### config.mk
export PLATFORM = sky130hd
export DESIGN_NAME = alu_sequencer_flat
export DESIGN_NICKNAME = d
export VERILOG_FILES = /design/src/rtl/alu_sequencer_if.sv /design/src/rtl/alu_sequencer.sv /design/src/flat_wrapper.sv
export SDC_FILE = /design/constraint.sdc
export NUM_CORES = 1
export LEC_CHECK = 0
export ABC_AREA = 1
export ABC_CLOCK_PERIOD_IN_PS = 3560
export CORE_MARGIN = 2
export CORE_UTILIZATION = 35
export DETAILED_ROUTE_END_ITERATION = 12
export PLACE_DENSITY = 0.56
export SYNTH_ARGS = -nofsm -noshare
export SYNTH_HDL_FRONTEND = slang
export SYNTH_SLANG_ARGS = --single-unit
### constraint.sdc
create_clock -name clk -period 3.56 [get_ports clk]
set_input_delay 0.712 -clock clk [delete_from_list [all_inputs] [get_ports clk]]
set_output_delay 0.712 -clock clk [all_outputs]
set_load 0.05 [all_outputs]
### src/rtl/alu_sequencer_if.sv
// Instruction handshake and ALU request/ack bus for alu_sequencer.
// master = sequencer side, slave = instruction source and ALU side.
interface alu_sequencer_if #(
    parameter int DW = 20
);
    logic          instr_valid;
    logic [19:0]   instr;
    logic          instr_ready;
    logic          alu_req;
    logic [4:0]    alu_op;
    logic [DW-1:0] alu_a;
    logic [DW-1:0] alu_b;
    logic          alu_cin;
    logic          alu_ack;
    logic [DW-1:0] alu_result;
    logic          alu_zero;
    logic          alu_sign;
    logic          alu_carry;

    modport master (
        input  instr_valid, instr, alu_ack, alu_result,
        input  alu_zero, alu_sign, alu_carry,
        output instr_ready, alu_req, alu_op, alu_a, alu_b, alu_cin
    );

    modport slave (
        output instr_valid, instr, alu_ack, alu_result,
        output alu_zero, alu_sign, alu_carry,
        input  instr_ready, alu_req, alu_op, alu_a, alu_b, alu_cin
    );
endinterface

### src/rtl/alu_sequencer.sv
// Multi-cycle instruction sequencer driving an external ALU.
// Flow ops retire in DECODE; ALU ops go through EXEC and WB.
module alu_sequencer #(
    parameter int DW          = 20,
    parameter int NREG        = 8,
    parameter int ACK_TIMEOUT = 255
) (
    input  logic                 clk,
    input  logic                 rst_n,
    alu_sequencer_if.master      bus,
    output logic [DW-1:0]        pc,
    output logic [2:0]           sr,
    output logic                 retire,
    output logic                 trap,
    output logic [1:0]           trap_cause,
    input  logic [2:0]           dbg_sel,
    output logic [DW-1:0]        dbg_data
);

    localparam int TW = $clog2(ACK_TIMEOUT + 1);
    localparam logic [TW-1:0] TMO_LAST = TW'(ACK_TIMEOUT - 1);

    localparam logic [4:0] OP_TRAP = 5'h01;
    localparam logic [4:0] OP_JMP  = 5'h02;
    localparam logic [4:0] OP_JZ   = 5'h03;
    localparam logic [4:0] OP_JS   = 5'h04;
    localparam logic [4:0] OP_JZS  = 5'h05;
    localparam logic [4:0] OP_LSR  = 5'h06;
    localparam logic [4:0] OP_XSR  = 5'h07;
    localparam logic [4:0] OP_NOT  = 5'h08;
    localparam logic [4:0] OP_SBC  = 5'h16;
    localparam logic [4:0] OP_LE   = 5'h1B;
    localparam logic [4:0] OP_LDI  = 5'h1C;

    typedef enum logic [2:0] {
        IDLE,
        DECODE,
        EXEC,
        WB,
        HALT
    } state_t;

    state_t        r_state;
    state_t        w_state_nxt;
    logic [19:0]   r_instr;
    logic [DW-1:0] r_pc;
    logic [2:0]    r_sr;
    logic [DW-1:0] r_regs [NREG];
    logic [DW-1:0] r_res;
    logic [2:0]    r_flags;
    logic [TW-1:0] r_tmo;
    logic [1:0]    r_cause;

    logic [4:0]    w_op;
    logic [2:0]    w_rd;
    logic [2:0]    w_rs;
    logic [8:0]    w_imm;
    logic [DW-1:0] w_rd_val;
    logic [DW-1:0] w_rs_val;
    logic [DW-1:0] w_pc_inc;
    logic          w_is_trap;
    logic          w_is_ill;
    logic          w_is_alu;

    logic [DW-1:0] w_pc_nxt;
    logic [2:0]    w_sr_nxt;
    logic          w_we;
    logic [DW-1:0] w_wd;
    logic          w_cap;
    logic [TW-1:0] w_tmo_nxt;
    logic [1:0]    w_cause_nxt;
    logic          w_ready;
    logic          w_req;
    logic          w_retire;

    assign w_op      = r_instr[19:15];
    assign w_rd      = r_instr[14:12];
    assign w_rs      = r_instr[11:9];
    assign w_imm     = r_instr[8:0];
    assign w_rd_val  = r_regs[w_rd];
    assign w_rs_val  = r_regs[w_rs];
    assign w_pc_inc  = r_pc + DW'(1);
    assign w_is_trap = (w_op == OP_TRAP);
    assign w_is_ill  = (w_op > OP_LDI);
    assign w_is_alu  = (w_op >= OP_NOT) && (w_op <= OP_LE);

    always_comb begin
        w_state_nxt = r_state;
        w_pc_nxt    = r_pc;
        w_sr_nxt    = r_sr;
        w_we        = 1'b0;
        w_wd        = r_res;
        w_cap       = 1'b0;
        w_tmo_nxt   = r_tmo;
        w_cause_nxt = r_cause;
        w_ready     = 1'b0;
        w_req       = 1'b0;
        w_retire    = 1'b0;
        unique case (r_state)
            IDLE: begin
                w_ready = 1'b1;
                if (bus.instr_valid) begin
                    w_state_nxt = DECODE;
                end
            end
            DECODE: begin
                w_tmo_nxt = '0;
                unique case (1'b1)
                    w_is_trap: begin
                        w_state_nxt = HALT;
                        w_cause_nxt = 2'b01;
                    end
                    w_is_ill: begin
                        w_state_nxt = HALT;
                        w_cause_nxt = 2'b10;
                    end
                    w_is_alu: begin
                        w_state_nxt = EXEC;
                    end
                    default: begin
                        w_state_nxt = IDLE;
                        w_retire    = 1'b1;
                        w_pc_nxt    = w_pc_inc;
                        case (w_op)
                            OP_JMP: w_pc_nxt = w_rs_val;
                            OP_JZ:  if (r_sr[1]) w_pc_nxt = w_rs_val;
                            OP_JS:  if (r_sr[2]) w_pc_nxt = w_rs_val;
                            OP_JZS: if (|r_sr[2:1]) w_pc_nxt = w_rs_val;
                            OP_LSR: w_sr_nxt = w_imm[2:0];
                            OP_XSR: w_sr_nxt = r_sr ^ w_imm[2:0];
                            OP_LDI: begin
                                w_we = 1'b1;
                                w_wd = {{(DW-9){1'b0}}, w_imm};
                            end
                            default: ;
                        endcase
                    end
                endcase
            end
            EXEC: begin
                w_req = 1'b1;
                if (bus.alu_ack) begin
                    w_cap       = 1'b1;
                    w_state_nxt = WB;
                end else if (r_tmo == TMO_LAST) begin
                    w_state_nxt = HALT;
                    w_cause_nxt = 2'b11;
                end else begin
                    w_tmo_nxt = r_tmo + TW'(1);
                end
            end
            WB: begin
                // compares (EQ..LE) only update flags
                w_we        = (w_op <= OP_SBC);
                w_wd        = r_res;
                w_sr_nxt    = r_flags;
                w_pc_nxt    = w_pc_inc;
                w_retire    = 1'b1;
                w_state_nxt = IDLE;
            end
            HALT: ;
            default: w_state_nxt = IDLE;
        endcase
    end

    always_ff @(posedge clk or negedge rst_n) begin
        if (!rst_n) begin
            r_state <= IDLE;
            r_instr <= '0;
            r_pc    <= '0;
            r_sr    <= '0;
            r_res   <= '0;
            r_flags <= '0;
            r_tmo   <= '0;
            r_cause <= '0;
            for (int i = 0; i < NREG; i++) begin
                r_regs[i] <= '0;
            end
        end else begin
            r_state <= w_state_nxt;
            r_pc    <= w_pc_nxt;
            r_sr    <= w_sr_nxt;
            r_tmo   <= w_tmo_nxt;
            r_cause <= w_cause_nxt;
            if (w_ready && bus.instr_valid) begin
                r_instr <= bus.instr;
            end
            if (w_we) begin
                r_regs[w_rd] <= w_wd;
            end
            if (w_cap) begin
                r_res   <= bus.alu_result;
                r_flags <= {bus.alu_sign, bus.alu_zero, bus.alu_carry};
            end
        end
    end

    assign bus.instr_ready = w_ready;
    assign bus.alu_req     = w_req;
    assign bus.alu_op      = w_op;
    assign bus.alu_a       = w_rd_val;
    assign bus.alu_b       = w_rs_val;
    assign bus.alu_cin     = r_sr[0];

    assign pc         = r_pc;
    assign sr         = r_sr;
    assign retire     = w_retire;
    assign trap       = (r_state == HALT);
    assign trap_cause = r_cause;
    assign dbg_data   = r_regs[dbg_sel];

endmodule
### src/flat_wrapper.sv
// flat-port wrapper written by rule: the top's interface ports become plain ports
module alu_sequencer_flat 
#(
    parameter int DW          = 20,
    parameter int NREG        = 8,
    parameter int ACK_TIMEOUT = 255
)
  (clk, rst_n, pc, sr, retire, trap, trap_cause, dbg_sel, dbg_data, bus_instr_valid, bus_instr, bus_alu_ack, bus_alu_result, bus_alu_zero, bus_alu_sign, bus_alu_carry, bus_instr_ready, bus_alu_req, bus_alu_op, bus_alu_a, bus_alu_b, bus_alu_cin);
  alu_sequencer_if #(.DW(DW)) bus_i ();
  input  logic clk;
  input  logic rst_n;
  output logic [DW-1:0] pc;
  output logic [2:0] sr;
  output logic retire;
  output logic trap;
  output logic [1:0] trap_cause;
  input  logic [2:0] dbg_sel;
  output logic [DW-1:0] dbg_data;
  input wire logic [$bits(bus_i.instr_valid)-1:0] bus_instr_valid;
  input wire logic [$bits(bus_i.instr)-1:0] bus_instr;
  input wire logic [$bits(bus_i.alu_ack)-1:0] bus_alu_ack;
  input wire logic [$bits(bus_i.alu_result)-1:0] bus_alu_result;
  input wire logic [$bits(bus_i.alu_zero)-1:0] bus_alu_zero;
  input wire logic [$bits(bus_i.alu_sign)-1:0] bus_alu_sign;
  input wire logic [$bits(bus_i.alu_carry)-1:0] bus_alu_carry;
  output wire logic [$bits(bus_i.instr_ready)-1:0] bus_instr_ready;
  output wire logic [$bits(bus_i.alu_req)-1:0] bus_alu_req;
  output wire logic [$bits(bus_i.alu_op)-1:0] bus_alu_op;
  output wire logic [$bits(bus_i.alu_a)-1:0] bus_alu_a;
  output wire logic [$bits(bus_i.alu_b)-1:0] bus_alu_b;
  output wire logic [$bits(bus_i.alu_cin)-1:0] bus_alu_cin;
  assign bus_i.instr_valid = bus_instr_valid;
  assign bus_i.instr = bus_instr;
  assign bus_i.alu_ack = bus_alu_ack;
  assign bus_i.alu_result = bus_alu_result;
  assign bus_i.alu_zero = bus_alu_zero;
  assign bus_i.alu_sign = bus_alu_sign;
  assign bus_i.alu_carry = bus_alu_carry;
  assign bus_instr_ready = bus_i.instr_ready;
  assign bus_alu_req = bus_i.alu_req;
  assign bus_alu_op = bus_i.alu_op;
  assign bus_alu_a = bus_i.alu_a;
  assign bus_alu_b = bus_i.alu_b;
  assign bus_alu_cin = bus_i.alu_cin;
  alu_sequencer #(.DW(DW), .NREG(NREG), .ACK_TIMEOUT(ACK_TIMEOUT)) u_core (.clk(clk), .rst_n(rst_n), .bus(bus_i), .pc(pc), .sr(sr), .retire(retire), .trap(trap), .trap_cause(trap_cause), .dbg_sel(dbg_sel), .dbg_data(dbg_data));
endmodule
==> reports/qor.yml <==
status: "finished clean"
port_buffers: 144
yosysTopAreaCellShare_pct: 42.8
slowest_stage: "nand3_1"
track_usage_pct: 24.2
cp.arrival_ns: 2.66
routed-wl-met3_mm: 3.34
clock_power_share_pct: 19.5
max_cap_violations: 0
final_max_slew_viol_count: 0
post_cts_buffers: 0
maxSlewHeadroom_pct: 28.7
die_w_um: 204
clock_skew_ns: 0.0228
mostFrequentLayoutCell: "nand2_1"
grt_antenna_before_repair: 0
cts_tree: "built"
place_hpwl_mm: 34.3
max_freq_mhz: 297
nNetsFinal: 2097
grt_pass1_wl_mm: 77.8
wirelength_mm: 50.5
fill_cells: 4031
cts.htree.levels: 1
tightest_slew_ns: 1.04
seqPwrFrac_pct: 28.8
initial_core_util_pct: 35.3
m1WireLength_mm: 22.2
comb_power_share_pct: 51.7
vias: 13900
switching_share_pct: 49.2
netSwitchingPower_w: 0.00745
cp_common_cell: "nand2_1"
yosys_warnings: 0
synth_flop_cell: "dfrtp_1"
post-synth-top-area-cell: "dfrtp_1"
cts_buffer_depth: 3
numCtsBuffers: 30
finalCriticalPeriod_ns: 3.37
yosys-top-cells-area: "dfrtp_1, nand2_1, o21ai_0"
synth_nets: 1985
first_pass_iters: 5
required_ns: 2.85
start_kind: "flop"
drc: 0
grt-ovfl-total: 0
setup-violations-final: 0
mostFrequentLayoutCells: "nand2_1, dfrtp_1, o21ai_0"
powerDensity_nw_per_um2: 883
reg2regPathDepth: 7
fin_tns_setup_ns: 0
power_w: 0.0152
path_cells: "nand3_1 > inv_1 > nand2_1 > o21ai_0 > a221oi_1 > nand2_1 > buf_4"
ctsHoldBuffers: 0
diodes: 0
wire_per_inst_um: 19.5
die_area_um2: 41500
core_um2: 39500
avgSynthCellArea_um2: 7.23
placementRows: 73
synth-seq-cells: 239
place_inst: 2537
ant_nets: 0
grt_pass1_vias: 13000
met2_length_mm: 23.0
clk_pin_slew_ns: 0.06
crit_path_max_fanout: 8
worst-setup-path-type: "reg -> out"
cts_resized: 0
clk_latency_ns: 0.58
first_iter_violations: 1478
syn_inst: 1932
p_int_w: 0.00770
highest_layer: "met4"
via_per_inst: 5.35
critPathMaxStageDelay_ns: 0.46
hold_path.class: "in -> async"
ios: 145
synth_cell_types: 42
peakVddDrop_mv: 0.464
synth_area_um2: 14000
async_reset_ff_share_pct: 100
gp_congestion: 0.889
ys_seq_area_share_pct: 42.8
p_leak_nw: 7.85
finalHoldViolations: 0
final_cells: 2591
grt_max_degree: 85
synth_edf_count: 0
fin_crit_sh_pct: 94.6
rsz0062_at_grt: "false"
cts.sinks: 239
cts-root-buf: "clkbuf_16"
die_h_um: 204
end_kind: "primary output"
syn_to_final_growth_pct: 22.8
drive_gt1_share_pct: 11.1
==> path summary, 6_finish.rpt <==
check                                                 start  slack, ns                          endpoint
setup / recovery             u_core.r_instr[13]$_DFFE_PN0P_       0.19                     bus_alu_a[15]
min in group clk           u_core.trap_cause[1]$_DFFE_PN0P_       0.48  u_core.trap_cause[1]$_DFFE_PN0P_
hold reg to reg            u_core.trap_cause[1]$_DFFE_PN0P_       0.48  u_core.trap_cause[1]$_DFFE_PN0P_
hold / removal                                        rst_n       0.13     u_core.r_regs[51]$_DFFE_PN0P_
setup reg to reg              u_core.r_state[2]$_DFFE_PN0P_       1.11     u_core.r_regs[57]$_DFFE_PN0P_
max in group asynchronous                             rst_n       2.51    u_core.r_instr[10]$_DFFE_PN0P_
==> final cells by class <==
class,count,area (um^2),share of cell area (%)
timing repair buffer,199,2150,12.5
multi-input combinational,1391,6740,39.3
clock inverter,13,109,0.634
tap,525,657,3.83
sequential,239,5990,34.9
clock buffer,41,832,4.85
inverter,183,687,4.00
==> power groups by stage <==
stage / Clock (W) / Combinational (W) / Sequential (W)
finish: 0.00296 / 0.00783 / 0.00436
detailed placement: 0 / 0.00781 / 0.00438
CTS: 0.00302 / 0.00782 / 0.00434
global route: 0.00312 / 0.00845 / 0.00448
global placement: 0 / 0.00774 / 0.00436
floorplan: 0 / 0.00456 / 0.00455
==> stage by stage <==
stage	area, um^2	utilization [%]	hold slack [ns]	worst slack [ns]
2_1_floorplan	14000	-	0.416	0.489
6_report	17200	43.4	0.131	0.191
5_1_grt	17200	43.4	0.174	0.0570
4_1_cts	17200	43.4	0.146	0.206
3_3_place_gp	16200	41.0	0.463	0.488
3_5_place_dp	16200	41.0	0.466	0.464
==> cells in the mapped netlist (10+ instances only) <==
| cell | number |
|---|---|
| a221oi_1 | 24 |
| o22ai_1 | 23 |
| nand2_1 | 564 |
| inv_1 | 177 |
| a21oi_1 | 112 |
| dfrtp_1 | 239 |
| buf_2 | 48 |
| buf_4 | 10 |
| clkbuf_1 | 50 |
| o21ai_0 | 199 |
| o211ai_1 | 28 |
| o21ai_1 | 110 |
| a22oi_1 | 11 |
| a31oi_1 | 20 |
| mux2_2 | 28 |
| nand4_1 | 16 |
| nor2_1 | 124 |
| nand3_1 | 72 |
==> sequential cells by signal, summed over array words and instances, names as in the netlist <==
signal,cells
u_core.r_tmo,8
u_core.trap_cause,2
u_core.sr,3
u_core.r_res,20
u_core.r_flags,3
u_core.r_regs,160
u_core.r_instr,20
u_core.r_state,3
u_core.pc,20
==> metal layers <==
metal / GRT usage, % / vias up
met2: 38.5 / 559
li1: - / 6619
met3: 3.16 / 114
met5: 0 / -
met1: 33.6 / 6568
met4: 9.25 / 0
==> kinds of logic after synthesis <==
logic type | synth area share (%)
mux | 2.77
fa+ha+maj | 0.269
simple gates | 23.1
buf+inv | 8.95
compound gates | 21.5
xor+xnor | 0.564
flops | 42.8
==> critical path: cells and delay by family (launching register included) <==
kind / cells / cell delay [ns]
AOI/OAI and AO/OA: 2 / 0.33
buffers and inverters: 2 / 0.57
DFF: 1 / 0.42
and+or+nand+nor: 3 / 0.75
No activity file was read; power rests on OpenSTA's default activity.
